**config.mk**
```make
export PLATFORM = sky130hd
export DESIGN_NAME = ram64
export DESIGN_NICKNAME = d
export VERILOG_FILES = /design/src/rtl/hack_pkg.sv /design/src/rtl/ram64_gates.sv /design/src/rtl/ram8.sv /design/src/rtl/ram64.sv
export SDC_FILE = /design/constraint.sdc
export NUM_CORES = 1
export LEC_CHECK = 0
export CAP_MARGIN = 15
export CORE_MARGIN = 2
export CORE_UTILIZATION = 50
export CTS_CLUSTER_SIZE = 40
export DETAILED_ROUTE_END_ITERATION = 7
export MAX_ROUTING_LAYER = met4
export PLACE_DENSITY_LB_ADDON = 0.08
export SYNTH_ARGS = -nofsm -noshare
export SYNTH_HDL_FRONTEND = slang
export SYNTH_HIERARCHICAL = 1
export SYNTH_SLANG_ARGS = --single-unit
```
**constraint.sdc**
```tcl
create_clock -name clk -period 3.1 [get_ports clk]
set_input_delay 0.465 -clock clk [delete_from_list [all_inputs] [get_ports clk]]
set_output_delay 0.465 -clock clk [all_outputs]
set_load 0.1 [all_outputs]
```
**src/rtl/hack_pkg.sv**
```systemverilog
// Shared Hack memory constants used by the RAM hierarchy.
package hack_pkg;
  localparam int HACK_WORD_W  = 16;
  localparam int RAM8_ADDR_W  = 3;
  localparam int RAM64_ADDR_W = 6;
  localparam int NUM_BANKS    = 8;
endpackage

```
**src/rtl/ram64_gates.sv**
```systemverilog
// Combinational gate-set primitives: 1-to-8 demux and 8-to-1 word mux.
module dmux8way (
  input  logic       in,
  input  logic [2:0] sel,
  output logic [7:0] out
);
  always_comb begin
    out      = 8'b0;
    out[sel] = in;
  end
endmodule

module mux8way #(
  parameter int WIDTH = 16
) (
  input  logic [7:0][WIDTH-1:0] data,
  input  logic [2:0]            sel,
  output logic [WIDTH-1:0]      out
);
  assign out = data[sel];
endmodule

```
**src/rtl/ram8.sv**
```systemverilog
// Eight-word register file: demuxed load, async clear, combinational read.
module ram8
  import hack_pkg::*;
#(
  parameter int WIDTH = HACK_WORD_W
) (
  input  logic                   clk,
  input  logic                   rst_n,
  input  logic [WIDTH-1:0]       in,
  input  logic                   load,
  input  logic [RAM8_ADDR_W-1:0] address,
  output logic [WIDTH-1:0]       out
);
  logic [WIDTH-1:0]       r_word [8];
  logic [7:0]             w_load;
  logic [7:0][WIDTH-1:0]  w_words;

  dmux8way u_load_dmux (
    .in  (load),
    .sel (address),
    .out (w_load)
  );

  always_ff @(posedge clk or negedge rst_n) begin
    if (!rst_n) begin
      for (int i = 0; i < 8; i++) r_word[i] <= '0;
    end else begin
      for (int i = 0; i < 8; i++)
        if (w_load[i]) r_word[i] <= in;
    end
  end

  for (genvar gi = 0; gi < 8; gi++) begin : g_pack
    assign w_words[gi] = r_word[gi];
  end

  mux8way #(.WIDTH(WIDTH)) u_read_mux (
    .data (w_words),
    .sel  (address),
    .out  (out)
  );
endmodule

```
**src/rtl/ram64.sv**
```systemverilog
// 64-word Hack RAM: eight ram8 banks selected by address[5:3].
module ram64
  import hack_pkg::*;
#(
  parameter int WIDTH = HACK_WORD_W
) (
  input  logic                    clk,
  input  logic                    rst_n,
  input  logic [WIDTH-1:0]        in,
  input  logic                    load,
  input  logic [RAM64_ADDR_W-1:0] address,
  output logic [WIDTH-1:0]        out
);
  logic [NUM_BANKS-1:0]            w_bank_load;
  logic [NUM_BANKS-1:0][WIDTH-1:0] w_bank_out;

  dmux8way u_bank_dmux (
    .in  (load),
    .sel (address[5:3]),
    .out (w_bank_load)
  );

  for (genvar gi = 0; gi < NUM_BANKS; gi++) begin : g_bank
    ram8 #(.WIDTH(WIDTH)) u_ram8 (
      .clk     (clk),
      .rst_n   (rst_n),
      .in      (in),
      .load    (w_bank_load[gi]),
      .address (address[2:0]),
      .out     (w_bank_out[gi])
    );
  end

  mux8way #(.WIDTH(WIDTH)) u_bank_mux (
    .data (w_bank_out),
    .sel  (address[5:3]),
    .out  (out)
  );
endmodule

```
# Word level (Yosys, flattened, before mapping)
# Cells that the tools add are included.
# totals
reg_bits	1024
wordCells	101
n_memories	0
latch_bits	0
in_bits	25
ramBits	0
romBits	0
# op_classes
n_mux	22
n_lt_le_gt_ge	4
div_mod_pow	0
n_reduce_logical	2
n_shift	0
n_mul	0
bitwise	9
eq_ne	0
n_addsub	0
# op_table
cell	n
binary-select mux 16 bit (select 3 bit)	9
two-way mux 16 bit	9
bitwise AND 8 bit	9
< comparator 3 x 4 -> 1 bit, second input constant	2
demux 1 bit (select 3 bit)	2
greater-or-equal comparator 3 x 1 -> 1 bit, second input constant	2
logical AND 1 bit	2
two-way mux 1 bit	2

# Longest topological paths before layout
# Gate-level depths: netlist of the first run.
# depth
word_depth	6
depth_mapped	6
ltp_nobuf	4

# Hierarchy
# Netlist of the first run, hierarchy kept.
# by_module_without_submodules
module	seq_area_each_um2	area_each_um2	n_inst	cells_per_inst
ram8	3203.1	5195.0	8	272
mux8way	0.0	1071.0	9	57
dmux8way at g_bank[0].u_ram8.u_load_dmux ...	0.0	95.1	8	8
dmux8way at u_bank_dmux	0.0	96.3	1	8

# Worst setup path before layout of the first run
# OpenSTA, ideal clock, no wires.
# synth_path
path_type	input-to-output
start	in address[0]
end	out out[1]
t_required_ns	2.635
path_stages	6
path_slack_ns	0.167
path_buffers	2
t_arrival_ns	2.468
cell_sequence	buf_6 buf_6 mux4_1 mux2_2 mux4_1 mux2_2
# synth_rtl
item	line	rtl
start, declared	ram64.sv:11	input logic [RAM64_ADDR_W-1:0] address,
end, declared	ram64.sv:12	output logic [WIDTH-1:0] out

==> flow_summary.toml, run 1 <==
[finish]
multi_input_area_sq_mm = 0.02382
syn2layout_area_growth_pct = 14.16
fill_cells = 7905
layout-drive-gt1-share_pct = 61.44
design.final.nets = 3087
regMostFlops = "g_bank.u_ram8/r_word"
seq_area_sq_mm = 0.02562
design_area_sq_mm = 0.05943
reg_top3 = "g_bank.u_ram8/r_word: 1024 flops"
largest_reg_flops = 1024

[synth]
postSynthCellCount = 2761
avgSynthCellArea_sq_um = 18.85
yosys_warnings = 6
synth_cell_types = 16
syn-num-nets = 2786
ys_ff_latch = 1024
syn_area_sq_mm = 0.05206
yosysSeqAreaShare_pct = 49.22

[power_and_ir_drop]
peakVddDrop_v = 0.0003926
p_per_area_mw_per_mm2 = 606.1
finalPower_uw = 36020
p_leak_uw = 0.02804

[clock_tree]
htree_levels = 3
numCtsBuffers = 112
clk_path_buf_depth = 3
clock_latency_ps = 690
cts_tree = "done"
clk_pin_slew_ps = 60
cts_root_buffer = "clkbuf_16"
cts_num_sinks = 1024

[critical_path]
required_ps = 2630
crit_type = "reg -> out"
crit_chain = "mux4_2, mux2_4, mux4_2, mux2_4, buf_12"
cp-end-kind = "primary output"
crit_fanout = 2
arrival_ps = 3000
cp_slowest_cell = "mux4_2"
start_kind = "flop"
slowest_delay_ps = 520

[placement]
detailed_place.area_sq_mm = 0.05515
dp_hpwl_microns = 88750
port-buffer-count = 40
place.gp.congestion = 0.7959
place_worst_setup_slack_ps = -771.8

[timing]
fmax_ghz = 0.2886
maxSlewHeadroom_pct = 33.83
final-hold-violation-count = 0
final.period_utilization_pct = 111.8
min_period_ps = 3465
report.final.slew_viol_count = 0
worst_slack_ps = -364.9
grt_setup_unrepaired = "true"
setup_violations = 16
worstMarginPinSlew_ps = 992.6
skew_ps = 0

[drt]
drc_errors = 0
drt-initial-drc-count = 2182
dr.pass1.iters = 5
vias = 27160
ant_nets = 0
avgViaCountPerCell = 5.990
drt_wl_total_microns = 137800
wire_per_inst_microns = 30.39

[die]
core.rowCount = 118
coreArea_sq_mm = 0.1033
die_w_microns = 326.7
die_h_microns = 326.7
die_area_sq_mm = 0.1067
initial_utilization_pct = 50.37
io_pins = 41

[global_routing]
overflow = 0
grt_pass1_vias = 29430
grt_start_max_net_pins = 102
antenna_found_initial = 11
grt_pass1_wl_microns = 207400
grt_use_total_pct = 26.97

[min_path]
min_path_type = "in -> reg"

[run_status]
outcome = "finished, violations left"
violations = "setup timing"

[flow_run]
maxCapViolations = 0
-- final timing paths --
| kind | from | to | slack [ps] | cells after the start |
|---|---|---|---|---|
| min reg2reg | g_bank[1].u_ram8/r_word[97] | g_bank[1].u_ram8/r_word[97] | 500 | 1 |
| min | in[10] | g_bank[2].u_ram8/r_word[90] | 230 | 2 |
| max reg2reg | g_bank[5].u_ram8/r_word[43] | g_bank[5].u_ram8/r_word[43] | 2190 | 2 |
| max in group asynchronous | rst_n | g_bank[0].u_ram8/r_word[25] | 1660 | 4 |
| max | g_bank[0].u_ram8/r_word[44] | out[12] | -360 | 5 |
| min in group asynchronous | rst_n | g_bank[7].u_ram8/r_word[16] | 350 | 2 |
-- layout by cell type (no fill, tap or decap), drive strengths merged, types with 7 or more instances in the layout --
| master | n |
|---|---|
| and4 | 9 |
| and4b | 27 |
| and4bb | 27 |
| buf | 388 |
| bufinv | 8 |
| clkbuf | 164 |
| clkinv | 24 |
| dfrtp | 1024 |
| diode | 7 |
| mux2 | 1168 |
| mux4 | 288 |
| nor4b | 9 |
-- where the power goes --
part / internal, uW / leakage, uW / switching, uW / total [uW]
sequential: 15100 / 0.0136 / 977 / 16100
clock: 7880 / 0.00181 / 5510 / 13400
combinational: 3820 / 0.0126 / 2680 / 6500
-- layout make-up --
type,count,share of cell area (%)
well taps,1380,2.906
flip-flops and latches,1024,43.12
diodes,7,0.02948
multi-input cells,1528,40.08
clock buffers,161,5.453
repair buffers,396,7.685
clock inverters,39,0.7306
-- worst max-delay path, delay by kind of cell, from the launching register on --
| family | cells | cell delay [ps] |
|---|---|---|
| buffers and inverters | 1 | 190 |
| flip-flops | 1 | 390 |
| multiplexers | 4 | 1710 |
-- synth_stat cells --
| master | n | area (sq um) |
|---|---|---|
| and4_2 | 9 | 90.09 |
| and4b_1 | 8 | 80.08 |
| and4b_2 | 19 | 214.0 |
| and4bb_1 | 16 | 200.2 |
| and4bb_2 | 11 | 137.6 |
| buf_1 | 18 | 67.56 |
| buf_12 | 64 | 1281 |
| buf_6 | 100 | 1126 |
| clkbuf_1 | 18 | 67.56 |
| clkbuf_2 | 9 | 45.04 |
| dfrtp_1 | 1024 | 25620 |
| mux2_2 | 528 | 5946 |
| mux2_4 | 640 | 9609 |
| mux4_1 | 252 | 6621 |
| mux4_2 | 36 | 810.8 |
| nor4b_2 | 9 | 135.1 |
-- through the flow --
| stage | utilization (%) | cells | hold slack [ps] | TNS [ps] |
|---|---|---|---|---|
| 2_1_floorplan | - | 2761 | 169.4 | 0 |
| 3_3_place_gp | 53.36 | 4274 | 451.2 | -11270 |
| 3_5_place_dp | 53.36 | 4274 | 455.2 | -11290 |
| 4_1_cts | 57.38 | 4509 | 182.9 | -5560 |
| 5_1_grt | 57.49 | 4532 | 221.5 | -5572 |
| 6_report | 57.50 | 4535 | 225.8 | -4979 |
-- per-layer routing --
| layer | up-vias | routed length (microns) | part of all wire (%) | global-route usage [%] |
|---|---|---|---|---|
| met3 | 153 | 6328 | 4.6 | 3.753 |
| met5 | - | 0 | 0 | - |
| met1 | 15110 | 67680 | 49 | 41.10 |
| met2 | 645 | 61480 | 45 | 38.57 |
| met4 | 0 | 2331 | 1.7 | 5.644 |
| li1 | 11250 | - | - | - |
-- cells by family after synthesis --
kind of cell	share of synthesized area (%)
mux	44.16
flops	49.22
buf+inv	4.971
simple gates	1.646
-- repair_timing --
item	CTS	global route
buffers inserted	28	18
resized for setup	201	25
gates cloned	6	2
hold endpoints to repair	34	0
hold buffers	1	0
endpoints found under the setup margin	16	16
(Power assumes the default switching activity.)
==> run 2, diff against run 1 <==
DONT_BUFFER_PORTS = 1   (was default)
==> flow_summary.toml, run 2 (same netlist as run 1, synthesis figures left out) <==
[finish]
design.final.nets = 2829
final_cell_mix = "1024 x dfrtp_1, 720 x mux2_4, 448 x mux2_2"
design_area_sq_mm = 0.05662
final_core_util_pct = 54.78
regMostFlops = "g_bank.u_ram8/r_word"
final_common_cell = "dfrtp_1"
fill_cells = 8083
layout-drive-gt1-share_pct = 58.61
multi_input_area_sq_mm = 0.02376
syn2layout_area_growth_pct = 8.761
largest_reg_flops = 1024
seq_area_sq_mm = 0.02562
layout.cells.non_filler = 4280
reg_top3 = "g_bank.u_ram8/r_word: 1024 flops"

[placement]
detailed_place.area_sq_mm = 0.05208
place_worst_setup_slack_ps = -187.8
place.gp.congestion = 0.7492
post-place-cells = 4002
dp_hpwl_microns = 68970
port-buffer-count = 0

[drt]
vias = 26030
wire_per_inst_microns = 30.45
ant_nets = 0
dr.pass1.iters = 7
drc_errors = 0
avgViaCountPerCell = 6.083
drt_wl_total_microns = 130300
drt-initial-drc-count = 2071

[critical_path]
start_kind = "input port"
r2r-end = "g_bank[0].u_ram8/r_word[82]"
r2r-start = "g_bank[0].u_ram8/r_word[82]"
cp-end-kind = "async pin"
arrival_ps = 4290
r2r_setup_slack_ps = 2090
crit_type = "in -> async"
ff2ff_path_depth = 3
required_ps = 1980
crit_fanout = 1024

[global_routing]
overflow = 0
grt_pass1_wl_microns = 194400
grt_pass1_vias = 27920
grt_use_total_pct = 25.28
antenna_found_initial = 16
grt_start_max_net_pins = 1025

[power_and_ir_drop]
p_leak_uw = 0.02650
net-switching-power_uw = 8387
peakVddDrop_v = 0.0005429
power_frac_seq_pct = 45.5
switching_share_pct = 23.68
p_per_area_mw_per_mm2 = 625.6
combPwrFrac_pct = 15.5
intPower_uw = 27030
clkPwrFrac_pct = 39.0

[timing]
worst_slack_ps = -2305
min_period_ps = 5405
final-hold-violation-count = 175
grt_setup_unrepaired = "true"
final.period_utilization_pct = 174.3
fmax_ghz = 0.1850
setup_violations = 705
report.final.slew_viol_count = 994
maxSlewHeadroom_pct = -409.8
timing.setup.tns_ps = -943640
skew_ps = 0
whs_ps = -455.8
worstMarginPinSlew_ps = 7647

[die]
die_area_sq_mm = 0.1067
coreArea_sq_mm = 0.1033
initial_utilization_pct = 50.37
die_w_microns = 326.7
core.rowCount = 118
die_h_microns = 326.7
io_pins = 41

[clock_tree]
ctsHoldBuffers = 21
htree_levels = 3
clk_path_buf_depth = 3
cts_tree = "done"
cts_root_buffer = "clkbuf_16"
clock_latency_ps = 680
clk_pin_slew_ps = 60
cts_num_sinks = 1024
numCtsBuffers = 113

[run_status]
violations = "hold timing, slew limit, setup timing"
outcome = "finished, violations left"

[min_path]
min_path_type = "in -> async"

[flow_run]
maxCapViolations = 0
-- run 2: repair_timing --
item | 4_1_cts | 5_1_grt
endpoints found under the setup margin | 16 | 16
setup buffers | 22 | 24
hold endpoints to repair | 1947 | 1024
gates resized for setup | 153 | 49
-- run 2: metal layers --
metal	wire, microns	GRT usage [%]
met5	0	-
met1	61460	37.23
met2	58830	36.33
met3	7575	5.222
met4	2444	5.315
-- run 2: cell type report --
cell class	instances	share of cell area [%]
Sequential cell	1024	45.26
Multi-Input combinational cell	1528	41.96
Clock buffer	165	5.998
Tap cell	1380	3.050
Timing Repair Buffer	137	2.926
Clock inverter	38	0.7713
Antenna cell	8	0.03536
-- run 2: per-stage QoR --
stage,power (uW),hold slack (ps)
floorplan,20010,169.4
global placement,20880,270.8
detailed placement,21110,274.7
CTS,35640,-464.7
global route,36760,-507.1
finish,35420,-455.8
-- run 2: power groups by stage --
stage | registers, uW | clock network (uW) | logic, uW
after floorplan | 15900 | 0 | 4100
after global placement | 16100 | 0 | 4760
after detailed placement | 16300 | 0 | 4860
after CTS | 16100 | 14100 | 5440
after global routing | 16300 | 14700 | 5760
final | 16100 | 13800 | 5500
-- run 2: worst max-delay path by stage --
stage          cells after the start  slack [ps]                     endpoint                         from
6_report                           0       -2300  g_bank[2].u_ram8/r_word[58]                        rst_n
5_1_grt                            5        -430                      out[12]  g_bank[0].u_ram8/r_word[60]
4_1_cts                            5        -410                       out[1]   g_bank[0].u_ram8/r_word[1]
3_5_place_dp                       5        -190                       out[9]                   address[0]
3_3_place_gp                       5        -190                       out[9]                   address[0]
2_1_floorplan                      6         170                       out[1]                   address[0]
